## src/rtl/uart_pkg.sv

```systemverilog
// UART shared types: parity selection, TX/RX FSM states,
// parameter legality check and the parity helper.
package uart_pkg;

  typedef enum logic [1:0] {
    PAR_NONE = 2'd0,
    PAR_EVEN = 2'd1,
    PAR_ODD  = 2'd2
  } parity_mode_e;

  typedef enum logic [2:0] {
    TX_IDLE,
    TX_START,
    TX_DATA,
    TX_PARITY,
    TX_STOP
  } tx_state_e;

  typedef enum logic [2:0] {
    RX_IDLE,
    RX_START,
    RX_DATA,
    RX_PARITY,
    RX_STOP
  } rx_state_e;

  function automatic bit params_ok(
    input int clk_div,
    input int os,
    input int dbits,
    input int pmode,
    input int sbits
  );
    return (clk_div >= 1) && (os >= 4) && (os % 2 == 0) &&
           (dbits >= 5) && (dbits <= 9) &&
           (pmode >= 0) && (pmode <= 2) &&
           ((sbits == 1) || (sbits == 2));
  endfunction

  // Payload is zero-extended to 9 bits; zeros do not change parity.
  function automatic logic parity_of(
    input logic [8:0]   d,
    input parity_mode_e m
  );
    logic p;
    p = 1'b0;
    if (m == PAR_EVEN) p = ^d;
    else if (m == PAR_ODD) p = ~^d;
    return p;
  endfunction

endpackage

```

## src/rtl/uart_core_param_baud_tick.sv

```systemverilog
// Oversample tick generator: one-cycle tick every CLK_DIV clocks,
// restartable so a bit period lines up with a frame start.
module uart_baud_tick #(
  parameter int CLK_DIV = 4
) (
  input  logic clk,
  input  logic reset,
  input  logic clear,
  output logic tick
);

  localparam int CW = (CLK_DIV > 1) ? $clog2(CLK_DIV) : 1;
  localparam logic [CW-1:0] LAST = CW'(CLK_DIV - 1);

  logic [CW-1:0] cnt;

  always_ff @(posedge clk or negedge reset) begin
    if (!reset) begin
      cnt <= '0;
    end else if (clear || (cnt == LAST)) begin
      cnt <= '0;
    end else begin
      cnt <= cnt + CW'(1);
    end
  end

  assign tick = (cnt == LAST) && !clear;

endmodule

```

## src/rtl/uart_core_param.sv

```systemverilog
// Full-duplex parametrised UART: TX serialiser, oversampling RX
// deserialiser with error flags, and an internal loopback mux.
module uart_core_param
  import uart_pkg::*;
#(
  parameter int CLK_DIV     = 4,
  parameter int OVERSAMPLE  = 16,
  parameter int DATA_BITS   = 8,
  parameter int PARITY_MODE = 0,
  parameter int STOP_BITS   = 1
) (
  input  logic                 clk,
  input  logic                 reset,
  input  logic                 loopback_en,
  input  logic [DATA_BITS-1:0] tx_data,
  input  logic                 tx_valid,
  output logic                 tx_ready,
  output logic                 tx,
  input  logic                 rx,
  output logic [DATA_BITS-1:0] rx_data,
  output logic                 rx_valid,
  input  logic                 rx_ready,
  output logic                 rx_parity_err,
  output logic                 rx_frame_err,
  output logic                 rx_overrun
);

  if (!params_ok(CLK_DIV, OVERSAMPLE, DATA_BITS,
                 PARITY_MODE, STOP_BITS)) begin : g_bad_params
    $error("uart_core_param: illegal parameter set");
  end

  localparam int OW = $clog2(OVERSAMPLE);
  localparam logic [OW-1:0] OS_LAST = OW'(OVERSAMPLE - 1);
  localparam logic [OW-1:0] OS_HALF = OW'(OVERSAMPLE / 2 - 1);
  localparam logic [3:0] DB_LAST = 4'(DATA_BITS - 1);
  localparam logic [3:0] SB_LAST = 4'(STOP_BITS - 1);
  localparam parity_mode_e PMODE = parity_mode_e'(PARITY_MODE);
  localparam bit PAR_EN = (PARITY_MODE != 0);

  // ---------------- TX ----------------
  tx_state_e            tx_state, tx_state_n;
  logic [DATA_BITS-1:0] tx_sh, tx_sh_n;
  logic                 tx_par, tx_par_n;
  logic [OW-1:0]        tx_os, tx_os_n;
  logic [3:0]           tx_bit, tx_bit_n;
  logic                 tx_clr, tx_tick, tx_end;

  uart_baud_tick #(.CLK_DIV(CLK_DIV)) u_tx_tick (
    .clk   (clk),
    .reset (reset),
    .clear (tx_clr),
    .tick  (tx_tick)
  );

  assign tx_ready = (tx_state == TX_IDLE);
  assign tx_end   = tx_tick && (tx_os == OS_LAST);

  always_comb begin
    tx_state_n = tx_state;
    tx_sh_n    = tx_sh;
    tx_par_n   = tx_par;
    tx_os_n    = tx_os;
    tx_bit_n   = tx_bit;
    tx_clr     = 1'b0;
    if (tx_tick) begin
      tx_os_n = (tx_os == OS_LAST) ? '0 : tx_os + OW'(1);
    end
    unique case (tx_state)
      TX_IDLE: begin
        if (tx_valid) begin
          tx_state_n = TX_START;
          tx_sh_n    = tx_data;
          tx_par_n   = parity_of(9'(tx_data), PMODE);
          tx_os_n    = '0;
          tx_bit_n   = '0;
          tx_clr     = 1'b1;
        end
      end
      TX_START: begin
        if (tx_end) tx_state_n = TX_DATA;
      end
      TX_DATA: begin
        if (tx_end) begin
          tx_sh_n = tx_sh >> 1;
          if (tx_bit == DB_LAST) begin
            tx_bit_n   = '0;
            tx_state_n = PAR_EN ? TX_PARITY : TX_STOP;
          end else begin
            tx_bit_n = tx_bit + 4'd1;
          end
        end
      end
      TX_PARITY: begin
        if (tx_end) tx_state_n = TX_STOP;
      end
      TX_STOP: begin
        if (tx_end) begin
          if (tx_bit == SB_LAST) tx_state_n = TX_IDLE;
          else tx_bit_n = tx_bit + 4'd1;
        end
      end
      default: tx_state_n = TX_IDLE;
    endcase
  end

  always_ff @(posedge clk or negedge reset) begin
    if (!reset) begin
      tx_state <= TX_IDLE;
      tx_sh    <= '0;
      tx_par   <= 1'b0;
      tx_os    <= '0;
      tx_bit   <= '0;
    end else begin
      tx_state <= tx_state_n;
      tx_sh    <= tx_sh_n;
      tx_par   <= tx_par_n;
      tx_os    <= tx_os_n;
      tx_bit   <= tx_bit_n;
    end
  end

  // Decoded from state so reset drives the line high immediately.
  always_comb begin
    tx = 1'b1;
    unique case (tx_state)
      TX_START:  tx = 1'b0;
      TX_DATA:   tx = tx_sh[0];
      TX_PARITY: tx = tx_par;
      default:   tx = 1'b1;
    endcase
  end

  // ---------------- RX ----------------
  logic rx_in, s1, s2, s3;

  assign rx_in = loopback_en ? tx : rx;

  // s3 only holds the previous synchronised level for edge detect.
  always_ff @(posedge clk or negedge reset) begin
    if (!reset) begin
      s1 <= 1'b1;
      s2 <= 1'b1;
      s3 <= 1'b1;
    end else begin
      s1 <= rx_in;
      s2 <= s1;
      s3 <= s2;
    end
  end

  rx_state_e            rx_state, rx_state_n;
  logic [DATA_BITS-1:0] rx_sh, rx_sh_n;
  logic                 rx_pbit, rx_pbit_n;
  logic [OW-1:0]        rx_os, rx_os_n;
  logic [3:0]           rx_bit, rx_bit_n;
  logic                 rx_clr, rx_tick, rx_mid, rx_end;
  logic                 rx_done;

  uart_baud_tick #(.CLK_DIV(CLK_DIV)) u_rx_tick (
    .clk   (clk),
    .reset (reset),
    .clear (rx_clr),
    .tick  (rx_tick)
  );

  assign rx_mid = rx_tick && (rx_os == OS_HALF);
  assign rx_end = rx_tick && (rx_os == OS_LAST);

  always_comb begin
    rx_state_n = rx_state;
    rx_sh_n    = rx_sh;
    rx_pbit_n  = rx_pbit;
    rx_os_n    = rx_os;
    rx_bit_n   = rx_bit;
    rx_clr     = 1'b0;
    rx_done    = 1'b0;
    if (rx_tick) begin
      rx_os_n = (rx_os == OS_LAST) ? '0 : rx_os + OW'(1);
    end
    unique case (rx_state)
      RX_IDLE: begin
        if (s3 && !s2) begin
          rx_state_n = RX_START;
          rx_os_n    = '0;
          rx_clr     = 1'b1;
        end
      end
      RX_START: begin
        if (rx_mid) begin
          rx_os_n    = '0;
          rx_bit_n   = '0;
          rx_state_n = s2 ? RX_IDLE : RX_DATA;
        end
      end
      RX_DATA: begin
        if (rx_end) begin
          rx_sh_n = {s2, rx_sh[DATA_BITS-1:1]};
          if (rx_bit == DB_LAST) begin
            rx_state_n = PAR_EN ? RX_PARITY : RX_STOP;
          end else begin
            rx_bit_n = rx_bit + 4'd1;
          end
        end
      end
      RX_PARITY: begin
        if (rx_end) begin
          rx_pbit_n  = s2;
          rx_state_n = RX_STOP;
        end
      end
      RX_STOP: begin
        if (rx_end) begin
          rx_done    = 1'b1;
          rx_state_n = RX_IDLE;
        end
      end
      default: rx_state_n = RX_IDLE;
    endcase
  end

  always_ff @(posedge clk or negedge reset) begin
    if (!reset) begin
      rx_state <= RX_IDLE;
      rx_sh    <= '0;
      rx_pbit  <= 1'b0;
      rx_os    <= '0;
      rx_bit   <= '0;
    end else begin
      rx_state <= rx_state_n;
      rx_sh    <= rx_sh_n;
      rx_pbit  <= rx_pbit_n;
      rx_os    <= rx_os_n;
      rx_bit   <= rx_bit_n;
    end
  end

  logic consume, load, frame_perr;

  assign consume    = rx_valid && rx_ready;
  assign load       = rx_done && (!rx_valid || rx_ready);
  assign frame_perr = PAR_EN &&
                      (rx_pbit != parity_of(9'(rx_sh), PMODE));

  // A completing frame takes priority over a same-cycle consume.
  always_ff @(posedge clk or negedge reset) begin
    if (!reset) begin
      rx_data       <= '0;
      rx_valid      <= 1'b0;
      rx_parity_err <= 1'b0;
      rx_frame_err  <= 1'b0;
      rx_overrun    <= 1'b0;
    end else if (load) begin
      rx_data       <= rx_sh;
      rx_valid      <= 1'b1;
      rx_parity_err <= frame_perr;
      rx_frame_err  <= !s2;
      rx_overrun    <= 1'b0;
    end else begin
      if (rx_done) rx_overrun <= 1'b1;
      if (consume) begin
        rx_valid      <= 1'b0;
        rx_parity_err <= 1'b0;
        rx_frame_err  <= 1'b0;
        rx_overrun    <= 1'b0;
      end
    end
  end

endmodule
```

## config.mk

```make
export PLATFORM = sky130hd
export DESIGN_NAME = uart_core_param
export DESIGN_NICKNAME = d
export VERILOG_FILES = /design/src/rtl/uart_pkg.sv /design/src/rtl/uart_core_param_baud_tick.sv /design/src/rtl/uart_core_param.sv
export SDC_FILE = /design/constraint.sdc
export NUM_CORES = 1
export LEC_CHECK = 0
export ABC_AREA = 1
export CAP_MARGIN = 20
export CORE_MARGIN = 1
export CORE_UTILIZATION = 30
export DETAILED_ROUTE_END_ITERATION = 6
export PLACE_DENSITY = 0.53
export REMOVE_ABC_BUFFERS = 1
export SYNTH_ARGS = -nofsm -noshare
export SYNTH_HDL_FRONTEND = slang
export SYNTH_HIERARCHICAL = 1
export SYNTH_SLANG_ARGS = --single-unit
```

## constraint.sdc

```tcl
create_clock -name clk -period 3.6 [get_ports clk]
set_input_delay 0.54 -clock clk [delete_from_list [all_inputs] [get_ports clk]]
set_output_delay 0.54 -clock clk [all_outputs]
set_load 0.1 [all_outputs]
```

# Word-level counts from Yosys, hierarchy flattened
# Index checks and enable logic that the tools add are counted.
totals:
  register_bits: 57
  in_bits: 14
  elab_cells: 139
op_classes:
  addsub: 6
  n_eq_ne: 30
  mux: 55
  reduce_logical: 30
ops:
  columns: ["op", "count"]
  rows:
  - ["$mux 4", 16]
  - ["$mux 3", 13]
  - ["$ne 2x2->1 const B", 15]
  - ["$pmux 3 s5", 2]
  - ["$add 4x1->4 const B", 4]
  - ["$mux 8", 2]
  - ["$pmux 4 s2", 2]
  - ["$pmux 8 s2", 1]
  - ["$mux 1", 14]
  - ["$eq 3x2->1 const B", 4]
  - ["$eq 4x3->1 const B", 3]
  - ["$pmux 4 s3", 1]
  - ["$eq 4x4->1 const B", 2]
  - ["$logic_and 1x1->1", 8]
  - ["$reduce_and 7->1", 1]
  - ["$eq 3x1->1 const B", 2]
  - ["$eq 3x3->1 const B", 2]
  - ["$logic_not 3->1", 2]
  - ["$mux 2", 3]
  - ["$reduce_and 6->1", 1]
  - ["$reduce_bool 2->1", 3]
  - ["$reduce_bool 3->1", 2]
  - ["$reduce_and 5->1", 1]
  - ["$add 2x1->2 const B", 2]
  - ["other kinds (9)", 15]

# Longest topological paths before layout
depth:
  depth_word: 12
  ltp_mapped: 14

# Cells and area by module
# Netlist, hierarchy kept.
modules_own_cells:
  columns: ["mod", "n_inst", "cells_per_inst", "area_each_um2"]
  rows:
  - ["uart_core_param", 1, 323, 2693.8]
  - ["uart_baud_tick", 2, 10, 88.8]

# Worst setup path before layout
# OpenSTA, ideal clock, no wires.
synth_timing:
  kind: "register to output"
  start: "register tx_state[2]"
  end: "output port tx"
  arrival_time_ns: 2.132
  required_ns: 3.060
  slack_ns: 0.928
  path_stages_with_launch: 5
  path_buffers: 0
  path_cell_list: "dfrtp_1 > inv_1 > nand2_1 > inv_1 > a21oi_1"
synth_between:
  elab_chain_cells: 3
  elab_cells_between_ends: 5
  classes_between: "eq/ne: 3; mux: 1; reduce/logical: 1"
synth_lines:
  columns: ["item", "line_no", "rtl"]
  rows:
  - ["from (decl)", "uart_core_param.sv:42", "tx_state_e tx_state, tx_state_n;"]
  - ["from (signal assigned)", "uart_core_param.sv:115", "tx_state <= tx_state_n;"]
  - ["$eq 3x2->1 or $eq 3x1->1 (tied branches)", "uart_core_param.sv:126", "unique case (tx_state)"]
  - ["$reduce_or 2->1 (no source line)", null, null]
  - ["$pmux 1 s2 *", "uart_core_param.sv:126", null]
  - ["to (decl)", "uart_core_param.sv:18", "output logic tx,"]
# Mark *: on every way between the ends. The rest lies on a longest branch, timed or not.

# Final worst setup path
layout_timing:
  start: "register rx_valid"
  end: "output port rx_valid"
layout_rtl:
  columns: ["item", "line_no", "rtl"]
  rows:
  - ["from (decl)", "uart_core_param.sv:21", "output logic rx_valid,"]
  - ["from (signal assigned)", "uart_core_param.sv:249", "rx_valid <= 1'b0;"]
  - ["from (signal assigned)", "uart_core_param.sv:255", "rx_valid <= 1'b1;"]
  - ["from (signal assigned)", "uart_core_param.sv:262", "rx_valid <= 1'b0;"]
# No word-level cell between the ends.

==> metrics.csv <==
metric,value,unit
First DRT Iteration DRCs,63,
DRC,0,
DR WL/cell,10.0,µm
die area,9970,µm²
Worst EP arrival,1.83,ns
largest net degree at the start of global routing,41,
Netlist cell types,34,
yosys warns,6,
largest family of logic cells by synthesized area,simple AND/OR/NAND/NOR gates,
Seq pwr share,41.6,%
area delta synth->final,16.1,%
starting density of the core,31.1,%
clock network fraction of total power,16.9,%
register area share after synthesis,48.9,%
Tmin final,2.37,ns
Synth Area in Adders,3.05,%
dominant cells by area after synthesis,"dfrtp_1, nand2_1, inv_1",
initial antenna violation count,0,
Post-synth EDFFs,0,
Nets,393,
switching power,916,µW
CP peak stage delay,1.14,ns
Rel. slew slack,35.4,%
final wirelength,5.02,mm
first-pass GRT wire length,9.11,mm
syn_area_per_cell,8.37,µm²
asr flop ratio synth,100,%
Synth Register Bits,56,
"Period Utilization, post-route",65.8,%
top-level port count,28,
core area,9240,µm²
GP Congestion,0.800,
Final Hold Fails,0,
Worst-path clk slew,0.10,ns
H-tree depth,2,
area fraction in compound gates after synthesis,10.3,%
drt first pass iters,4,
post-synthesis mux area share,1.13,%
total track usage,11.4,%
XOR/XNOR Fraction of Synth Area,0.915,%
# port buffers,26,
setup TNS,0,ns
Worst Skew,0.00620,ns
Logic pwr share,41.5,%
Die H,99.8,µm
post-route ant nets,0,
"CP delay by family, top",buffers and inverters,
internal power,1.19,mW
Net Sw Frac,43.5,%
Finish-stage setup viols,0,
layout cells sized above 1,13.4,%
Worst Tran Pin Value,0.966,ns
clock sinks,56,
Hold Worst Slack,0.338,ns
CP Capture Type,primary output,
via count,2132,
simple-gate share of the synthesized area,26.6,%
setup bufs post-CTS,0,
Clock Latency Late Sink,0.31,ns
Post-Syn Area,2870,µm²
worst vdd ir,0.000521,V
crit-path max FO,3,
Congestion Overflow GR,0,
"Gates resized, CTS repair",0,
worst path bufs/invs,1,
Die X,99.8,µm
area share of the largest cell type after synthesis,46.2,%
max_cap viols,0,
fmax,0.422,GHz
"Critical Path, Cell by Cell",clkdlybuf4s50_1,
Clock Tree Buf Depth,2,
vias per cell,4.25,
CP max stage cell,clkdlybuf4s50_1,
row count,35,
PwrDens,632,nW/µm²
status,"complete, no violations",
Final Slew Violations,0,
leading area contributor after synthesis,dfrtp_1,
dpl hpwl,3.65,mm
RSZ-0062 raised after global routing,no,
Startpoint Class,flop,
Root Buffer,clkbuf_8,
Worst Path Required,3.06,ns
Worst Hold Class,in -> async,
"Top FF cell, synth",dfrtp_1,
diodes inserted,0,
vias in the first global route,2062,
crit path kind,reg -> out,
Gate Count Post-Synth,343,
CTS Buf Count,5,
Leak,1.66,nW
CTS tree,yes,
# hold bufs at CTS,0,
## stage by stage
step | total power [mW] | instances | worst slack (ns) | util [%] | cell area, µm²
detailed placement | 1.77 | 494 | 1.09 | 35.1 | 3240
finish | 2.11 | 502 | 1.23 | 36.1 | 3330
floorplan | 1.57 | 338 | 0.928 | - | 2820
CTS | 2.15 | 502 | 1.21 | 36.1 | 3330
global placement | 1.75 | 494 | 1.18 | 35.1 | 3240
global route | 2.30 | 502 | 1.15 | 36.1 | 3330
## routing by layer
metal	track usage, %	vias to the layer above	routed length, µm
li1	-	1132	-
met1	15.4	964	2580
met2	17.8	31	2220
met3	2.86	5	157
met4	4.07	0	65
met5	0	-	0
## cell families (layout without fill, tap and decap cells)
group	Yosys count	in the layout
simple gates	167	167
xor+xnor	3	3
fa+ha+maj	7	7
buf+inv	59	89
other cells	1	1
flops	56	56
compound gates	47	47
mux	3	3
## power by group through the flow
stage	clock, mW	combinational (mW)	sequential (mW)
2_1_floorplan	0	0.701	0.871
3_5_place_dp	0	0.882	0.888
5_1_grt	0.399	1.00	0.896
4_1_cts	0.382	0.887	0.877
3_3_place_gp	0	0.869	0.885
6_report	0.355	0.874	0.876
## final cells by class
type                            instances  area (µm²)
Clock buffer                            5        68.8
Clock inverter                          3        23.8
Fill cell                             949        5910
Inverter                               54         208
Multi-Input combinational cell        228        1210
Sequential cell                        56        1410
Tap cell                              129         161
Timing Repair Buffer                   27         258
## cells in the mapped netlist (3+ instances only)
library cell    n
nand2_1       105
dfrtp_1        53
inv_1          50
o21ai_0        24
nor2_1         21
nand3_1        15
o21ai_2        12
ha_1            7
nand2_2         5
nand4_1         5
a21oi_1         4
nor2_4          4
nor3_1          4
o21ai_1         4
dfstp_2         3
inv_2           3
## placed cells by master (no fill, tap or decap), drive strengths merged
| cell type | instances |
|---|---|
| a21oi | 4 |
| a31oi | 1 |
| buf | 4 |
| clkbuf | 5 |
| clkdlybuf4s50 | 23 |
| clkinv | 2 |
| clkinvlp | 2 |
| conb | 1 |
| dfrtp | 53 |
| dfstp | 3 |
| ha | 7 |
| inv | 53 |
| mux2 | 2 |
| mux2i | 1 |
| nand2 | 112 |
| nand3 | 18 |
| nand3b | 1 |
| nand4 | 5 |
| nor2 | 27 |
| nor3 | 4 |
| o211ai | 1 |
| o21ai | 41 |
| xnor2 | 2 |
| xor2 | 1 |
## state kept, by name (all words and copies together), names as in the netlist, 3 cells and up
register,flops
rx_os,4
tx_state,3
tx_os,4
rx_state,3
tx_sh,8
rx_bit,4
rx_data,8
rx_sh,8
tx_bit,4
## path summary, 6_finish.rpt
kind | slack [ns] | from | cells past startpoint | endpoint
max in group asynchronous | 2.47 | reset | 2 | tx_sh[4]
setup / recovery | 1.23 | rx_valid | 1 | rx_valid
setup reg to reg | 1.42 | s2 | 11 | rx_frame_err
hold reg to reg | 0.36 | s1 | 0 | s2
min in group clk | 0.36 | s1 | 0 | s2
hold / removal | 0.34 | reset | 1 | tx_state[0]
(Power assumes the default switching activity.)
